File: config.mk
export PLATFORM = sky130hd
export DESIGN_NAME = tatzel_spi_cfg_responder
export DESIGN_NICKNAME = d
export VERILOG_FILES = /design/src/rtl/tatzel_spi_cfg_responder.sv
export SDC_FILE = /design/constraint.sdc
export NUM_CORES = 1
export LEC_CHECK = 0
export ABC_AREA = 1
export BUFFER_PORTS_ARGS = -buffer_cell sky130_fd_sc_hd__buf_2
export CORE_MARGIN = 1.5
export CORE_UTILIZATION = 27
export CTS_BUF_LIST = sky130_fd_sc_hd__clkbuf_8
export DETAILED_ROUTE_END_ITERATION = 6
export GPL_ROUTABILITY_DRIVEN = 0
export PLACE_DENSITY = 0.48
export SYNTH_ARGS = -nofsm -noshare
export SYNTH_HDL_FRONTEND = slang
export SYNTH_SLANG_ARGS = --single-unit
File: constraint.sdc
create_clock -name clk -period 1.8 [get_ports clk]
set_clock_uncertainty 0.1 [all_clocks]
set_input_delay 0.18 -clock clk [delete_from_list [all_inputs] [get_ports clk]]
set_output_delay 0.18 -clock clk [all_outputs]
set_load 0.1 [all_outputs]
File: src/rtl/tatzel_spi_cfg_responder.sv
// SPI mode-0 configuration target: 16-bit frames {wr, addr[6:0], data[7:0]} load
// or read back an NREGS x 8-bit register bank; all SPI pins are oversampled on clk.
module tatzel_spi_cfg_responder #(
    parameter int unsigned NREGS     = 4,
    parameter logic [7:0]  RESET_VAL = 8'h00
) (
    input  logic               clk,
    input  logic               rst_n,
    input  logic               ena,
    input  logic               spi_sclk,
    input  logic               spi_cs_n,
    input  logic               spi_mosi,
    output logic               spi_miso,
    output logic               spi_miso_oe,
    output logic [NREGS*8-1:0] cfg_flat,
    output logic               wr_stb,
    output logic [6:0]         wr_addr
);

    typedef enum logic [2:0] {S_IDLE, S_CMD, S_DATA, S_DONE, S_WAIT} state_t;

    state_t      state, state_nxt;
    logic [2:0]  sclk_q, cs_q;
    logic [1:0]  mosi_q;
    logic        sclk_rise, sclk_fall, cs_rise, cs_fall, mosi_s;
    logic [3:0]  bit_cnt;
    logic [7:0]  rx_sr, rx_byte, tx_sr;
    logic        cmd_wr, skip_fall, addr_ok;
    logic [6:0]  cmd_addr;
    logic        clr, shift, cmd_end, commit;
    logic [7:0]  regs [NREGS];

    // Stages [1:0] synchronise; stage [2] holds the previous sample for edge detection.
    always_ff @(posedge clk or negedge rst_n) begin
        if (!rst_n) begin
            sclk_q <= '0;
            cs_q   <= '1;
            mosi_q <= '0;
        end else begin
            sclk_q <= {sclk_q[1:0], spi_sclk};
            cs_q   <= {cs_q[1:0], spi_cs_n};
            mosi_q <= {mosi_q[0], spi_mosi};
        end
    end

    assign sclk_rise = sclk_q[1] & ~sclk_q[2];
    assign sclk_fall = ~sclk_q[1] & sclk_q[2];
    assign cs_rise   = cs_q[1] & ~cs_q[2];
    assign cs_fall   = ~cs_q[1] & cs_q[2];
    assign mosi_s    = mosi_q[1];
    assign rx_byte   = {rx_sr[6:0], mosi_s};
    assign addr_ok   = 32'(cmd_addr) < NREGS;

    function automatic logic [7:0] rd_reg(input logic [6:0] a);
        rd_reg = '0;
        for (int unsigned i = 0; i < NREGS; i++)
            if (32'(a) == i) rd_reg = regs[i];
    endfunction

    always_ff @(posedge clk or negedge rst_n) begin
        if (!rst_n) state <= S_IDLE;
        else        state <= state_nxt;
    end

    // cs_n rise is tested before sclk rise so a coincident 16th edge aborts the frame.
    always_comb begin
        state_nxt = state;
        clr       = 1'b0;
        shift     = 1'b0;
        cmd_end   = 1'b0;
        commit    = 1'b0;
        if (!ena) begin
            state_nxt = S_IDLE;
        end else begin
            case (state)
                S_IDLE: if (cs_fall) begin
                    clr       = 1'b1;
                    state_nxt = S_CMD;
                end
                S_CMD: if (cs_rise) begin
                    state_nxt = S_IDLE;
                end else if (sclk_rise) begin
                    shift = 1'b1;
                    if (bit_cnt == 4'd7) begin
                        cmd_end   = 1'b1;
                        state_nxt = S_DATA;
                    end
                end
                S_DATA: if (cs_rise) begin
                    state_nxt = S_IDLE;
                end else if (sclk_rise) begin
                    shift = 1'b1;
                    if (bit_cnt == 4'd15) state_nxt = S_DONE;
                end
                S_DONE: begin
                    commit    = cmd_wr & addr_ok;
                    state_nxt = S_WAIT;
                end
                S_WAIT: if (cs_rise) state_nxt = S_IDLE;
                default: state_nxt = S_IDLE;
            endcase
        end
    end

    // After 16 shifts rx_sr holds only the data byte, so it feeds the commit directly.
    always_ff @(posedge clk or negedge rst_n) begin
        if (!rst_n) begin
            bit_cnt   <= '0;
            rx_sr     <= '0;
            tx_sr     <= '0;
            cmd_wr    <= 1'b0;
            cmd_addr  <= '0;
            skip_fall <= 1'b0;
        end else begin
            if (clr) begin
                bit_cnt <= '0;
                rx_sr   <= '0;
            end else if (shift) begin
                bit_cnt <= bit_cnt + 4'd1;
                rx_sr   <= rx_byte;
            end
            if (cmd_end) begin
                cmd_wr    <= rx_byte[7];
                cmd_addr  <= rx_byte[6:0];
                tx_sr     <= rx_byte[7] ? 8'h00 : rd_reg(rx_byte[6:0]);
                skip_fall <= 1'b1;
            end else if (state == S_DATA && sclk_fall) begin
                if (skip_fall) skip_fall <= 1'b0;
                else           tx_sr     <= {tx_sr[6:0], 1'b0};
            end
        end
    end

    always_ff @(posedge clk or negedge rst_n) begin
        if (!rst_n) begin
            for (int unsigned i = 0; i < NREGS; i++) regs[i] <= RESET_VAL;
            wr_stb  <= 1'b0;
            wr_addr <= '0;
        end else begin
            wr_stb <= commit;
            if (commit) begin
                wr_addr <= cmd_addr;
                for (int unsigned i = 0; i < NREGS; i++)
                    if (32'(cmd_addr) == i) regs[i] <= rx_sr;
            end
        end
    end

    always_comb begin
        cfg_flat = '0;
        for (int unsigned i = 0; i < NREGS; i++) cfg_flat[8*i +: 8] = regs[i];
    end

    assign spi_miso    = (state == S_DATA) & ~cmd_wr & tx_sr[7];
    assign spi_miso_oe = (state != S_IDLE) & ~cs_q[1];

endmodule

==> key figures <==
Run status
  – Status: finished, final reports clean

Worst hold path
  – Hold WC Path Type: in -> reg
  – Hold path startpoint: ena
  – Hold path cells: 3
  – WHS Endpoint: state[0]

Logic synthesis
  – Post-synthesis cell area: ~0.0035 sq mm
  – Seq cells post-synth: 80
  – XOR/XNOR share of the synthesized area: 0
  – Share of synthesized area spent on multiplexers: 0
  – Synth Area in Adders: 0.00354
  – Post-Synth Simple-Gate Area: 0.253
  – Compound-Gate Fraction of Synth Area: 0.119
  – Yosys top cell area share: 0.545
  – Syn avg cell area: 9.00 sq um
  – Combinational family with the most area after synthesis: simple AND/OR/NAND/NOR gates
  – Syn Nets: 400
  – YS warnings: 0
  – Top post-synthesis cells by area: dfrtp_1, nand2_1, nand3_1
  – Largest area contributor in the netlist: dfrtp_1
  – Yosys cell types: 26
  – Cells after Synth: 393
  – Seq/Total Area, Yosys: 0.567

Power and ir drop
  – Pwr Density: about 1300 mW/mm^2
  – Max VDD drop: 0.406 mV
  – Static Leak: 2.21 nW

Layout
  – Most frequent cells in the layout: nand2_1, dfrtp_1, buf_2
  – Antenna fix cells: 0
  – Synth-to-layout area growth: 25.2%
  – Post-route cell area: around 0.0044 sq mm
  – Layout cell share with drive strength beyond 1: 0.276
  – Leading cell type in the layout, fill and taps excluded: nand2_1
  – Filler cells: 1,379
  – Final #Nets: 476

STA
  – Setup violations, final: 0
  – Unrepaired setup endpoints after global routing: yes
  – Max Clk Rate: 592 MHz
  – Pins Over Slew Limit: 0
  – Final period utilization: 0.938
  – Min Clock Period, post-route: roughly 1.7 ns
  – Final Hold Vio Count: 0
  – Final WS setup: 0.112 ns
  – Max-slew headroom: 0.672
  – Worst-Margin Slew: around 0.5 ns

Place
  – Buffers on Ports: 47
  – Cell Area, Placed: ~0.0041 sq mm
  – Pre-CTS WS: 0.0400 ns
  – Hpwl dp: 6.31 mm

Global route
  – Total gr overflow: 0
  – GR Util All Layers: 0.133
  – Vias in the first global route: 2,721
  – First-pass GRT wire length: 14.4 mm
  – Initial antenna violation count: 0
  – Largest net degree at the start of global routing: 29

Worst setup path
  – WS Path Type: reg -> reg
  – Critical path arrival: 1.87 ns
  – Crit path buf inv count: 2
  – R2R Path Start: state[1]
  – Worst R2R Path Depth: 6
  – Register-to-register setup slack: around 0.11 ns
  – Reg-to-Reg End: cfg_flat[25]
  – Crit-path cells: inv_2, nor3_2, and3_4, buf_12, nand3_2, o21ai_2
  – Worst-path maximum fanout: 15
  – Critical path endpoint category: register
  – Worst Setup Start Kind: register
  – Req. time, crit path: 1.98 ns
  – CP max stage delay: about 0.40 ns
  – Slowest-stage cell, CP: dfrtp_1
  – CP delay by family, top: simple AND/OR/NAND/NOR gates
  – Worst setup startpoint: state[1]

Routing
  – Post-detailed-route DRC marker count: 0
  – Post-route ant nets: 0
  – WL per Instance: 13.9 microns
  – Final WL: around 9 mm
  – Iter 0 DRT Violations: 168
  – Vias per cell: 4.44
  – Vias: approximately 2,900
  – DR pass1 iterations: 4

Floorplanning
  – Ports: 48
  – Die ar.: approximately 0.014 sq mm
  – Starting Density: 0.278
  – Cell Rows: 41
  – Vert. Die Dim: 117 microns
  – Total core area: roughly 0.013 sq mm
  – Die Wd: 117 microns

Clocking
  – CTS tree: built
  – Clk_lat worst skew: 0.36 ns
  – Clk sinks: 80
  – Clk buf depth: 2
  – CTS buffer count: 9
  – H-Tree Depth: 3
  – Root buf cell: clkbuf_8
  – Clock transition at path regs: roughly 0.080 ns

Run
  – Max Cap Viol: 0
## sequential cells by signal, summed over array words and instances, names as in the netlist
signal / count
rx_sr: 8
cmd_addr: 7
skip_fall: 1
state: 3
cfg_flat: 32
sclk_q: 3
cs_q: 3
bit_cnt: 4
tx_sr: 8
wr_stb: 1
wr_addr: 7
cmd_wr: 1
mosi_q: 2
## cell families after synthesis
kind of cell / Yosys count
simple gates: 201
buf+inv: 43
compound gates: 68
fa+ha+maj: 1
flops: 80
## worst max path at each step
| stage | endpoint | slack, ns | cells past startpoint |
|---|---|---|---|
| 2_1_floorplan | spi_miso | 0.07 | 3 |
| 3_3_place_gp | bit_cnt[2] | 0.02 | 8 |
| 3_5_place_dp | tx_sr[5] | 0.04 | 8 |
| 4_1_cts | bit_cnt[2] | 0.02 | 8 |
| 5_1_grt | tx_sr[4] | -0.01 | 10 |
| 6_report | cfg_flat[25] | 0.11 | 6 |
## synthesized netlist by cell type
library cell	instances
o21bai_1	1
ha_1	1
nor2_1	39
dfstp_2	3
buf_6	5
dfrtp_1	77
o22ai_1	8
inv_2	7
o21ai_1	15
nand3_1	40
nor2_4	1
nand3b_1	2
nor3_1	1
a31oi_1	1
nand2_1	108
nor3_2	1
inv_1	26
buf_2	4
clkbuf_1	1
o21ai_2	18
nand4_1	2
nand3_4	4
a21oi_1	4
and3_1	2
nand2_2	1
o21ai_0	21
## power by group
| group | leakage [nW] | internal (mW) | switching (mW) | total (mW) |
|---|---|---|---|---|
| combinational | 1.05 | 0.492 | 1.66 | 2.15 |
| clock | 0.103 | 0.671 | 0.666 | 1.34 |
| sequential | 1.06 | 2.02 | 0.151 | 2.18 |
## per-stage QoR
stage	cells	TNS [ns]	total power, mW	hold slack, ns	util
after floorplan	393	0	3.78	-0.216	-
after global placement	624	0	4.34	0.0309	0.326
after detailed placement	624	0	4.35	0.0339	0.326
after CTS	644	0	5.72	0.0153	0.345
after global routing	646	-0.0136	5.97	0.0607	0.348
final	646	0	5.66	0.0377	0.348
## routing by layer
metal  vias to the layer above  share of wire  GRT usage
met5                         -              0          0
met4                         0          0.014     0.0480
met3                         8          0.035     0.0296
met2                        54           0.46      0.210
met1                      1358           0.49      0.181
li1                       1450              -          -
## repair_timing
item	in CTS	in global routing
gates resized for setup	0	8
buffers inserted	0	1
hold buffers	4	0
setup endpoints to repair	0	21
endpoints found under the hold margin	80	0
## tightest hold or removal path: stages
cell and delay (ns):
buf_2 0.14, nand3_1 0.09, nand2_1 0.04
## area by class of cell
cell class	instances	area, sq um	area share
Inverter	33	124	0.0280
Sequential cell	80	2010	0.453
Tap cell	172	215	0.0486
Multi-Input combinational cell	271	1370	0.309
Timing Repair Buffer	74	518	0.117
Clock inverter	6	60.1	0.0136
Clock buffer	10	138	0.0311
Power figures use the tool's default switching activity.
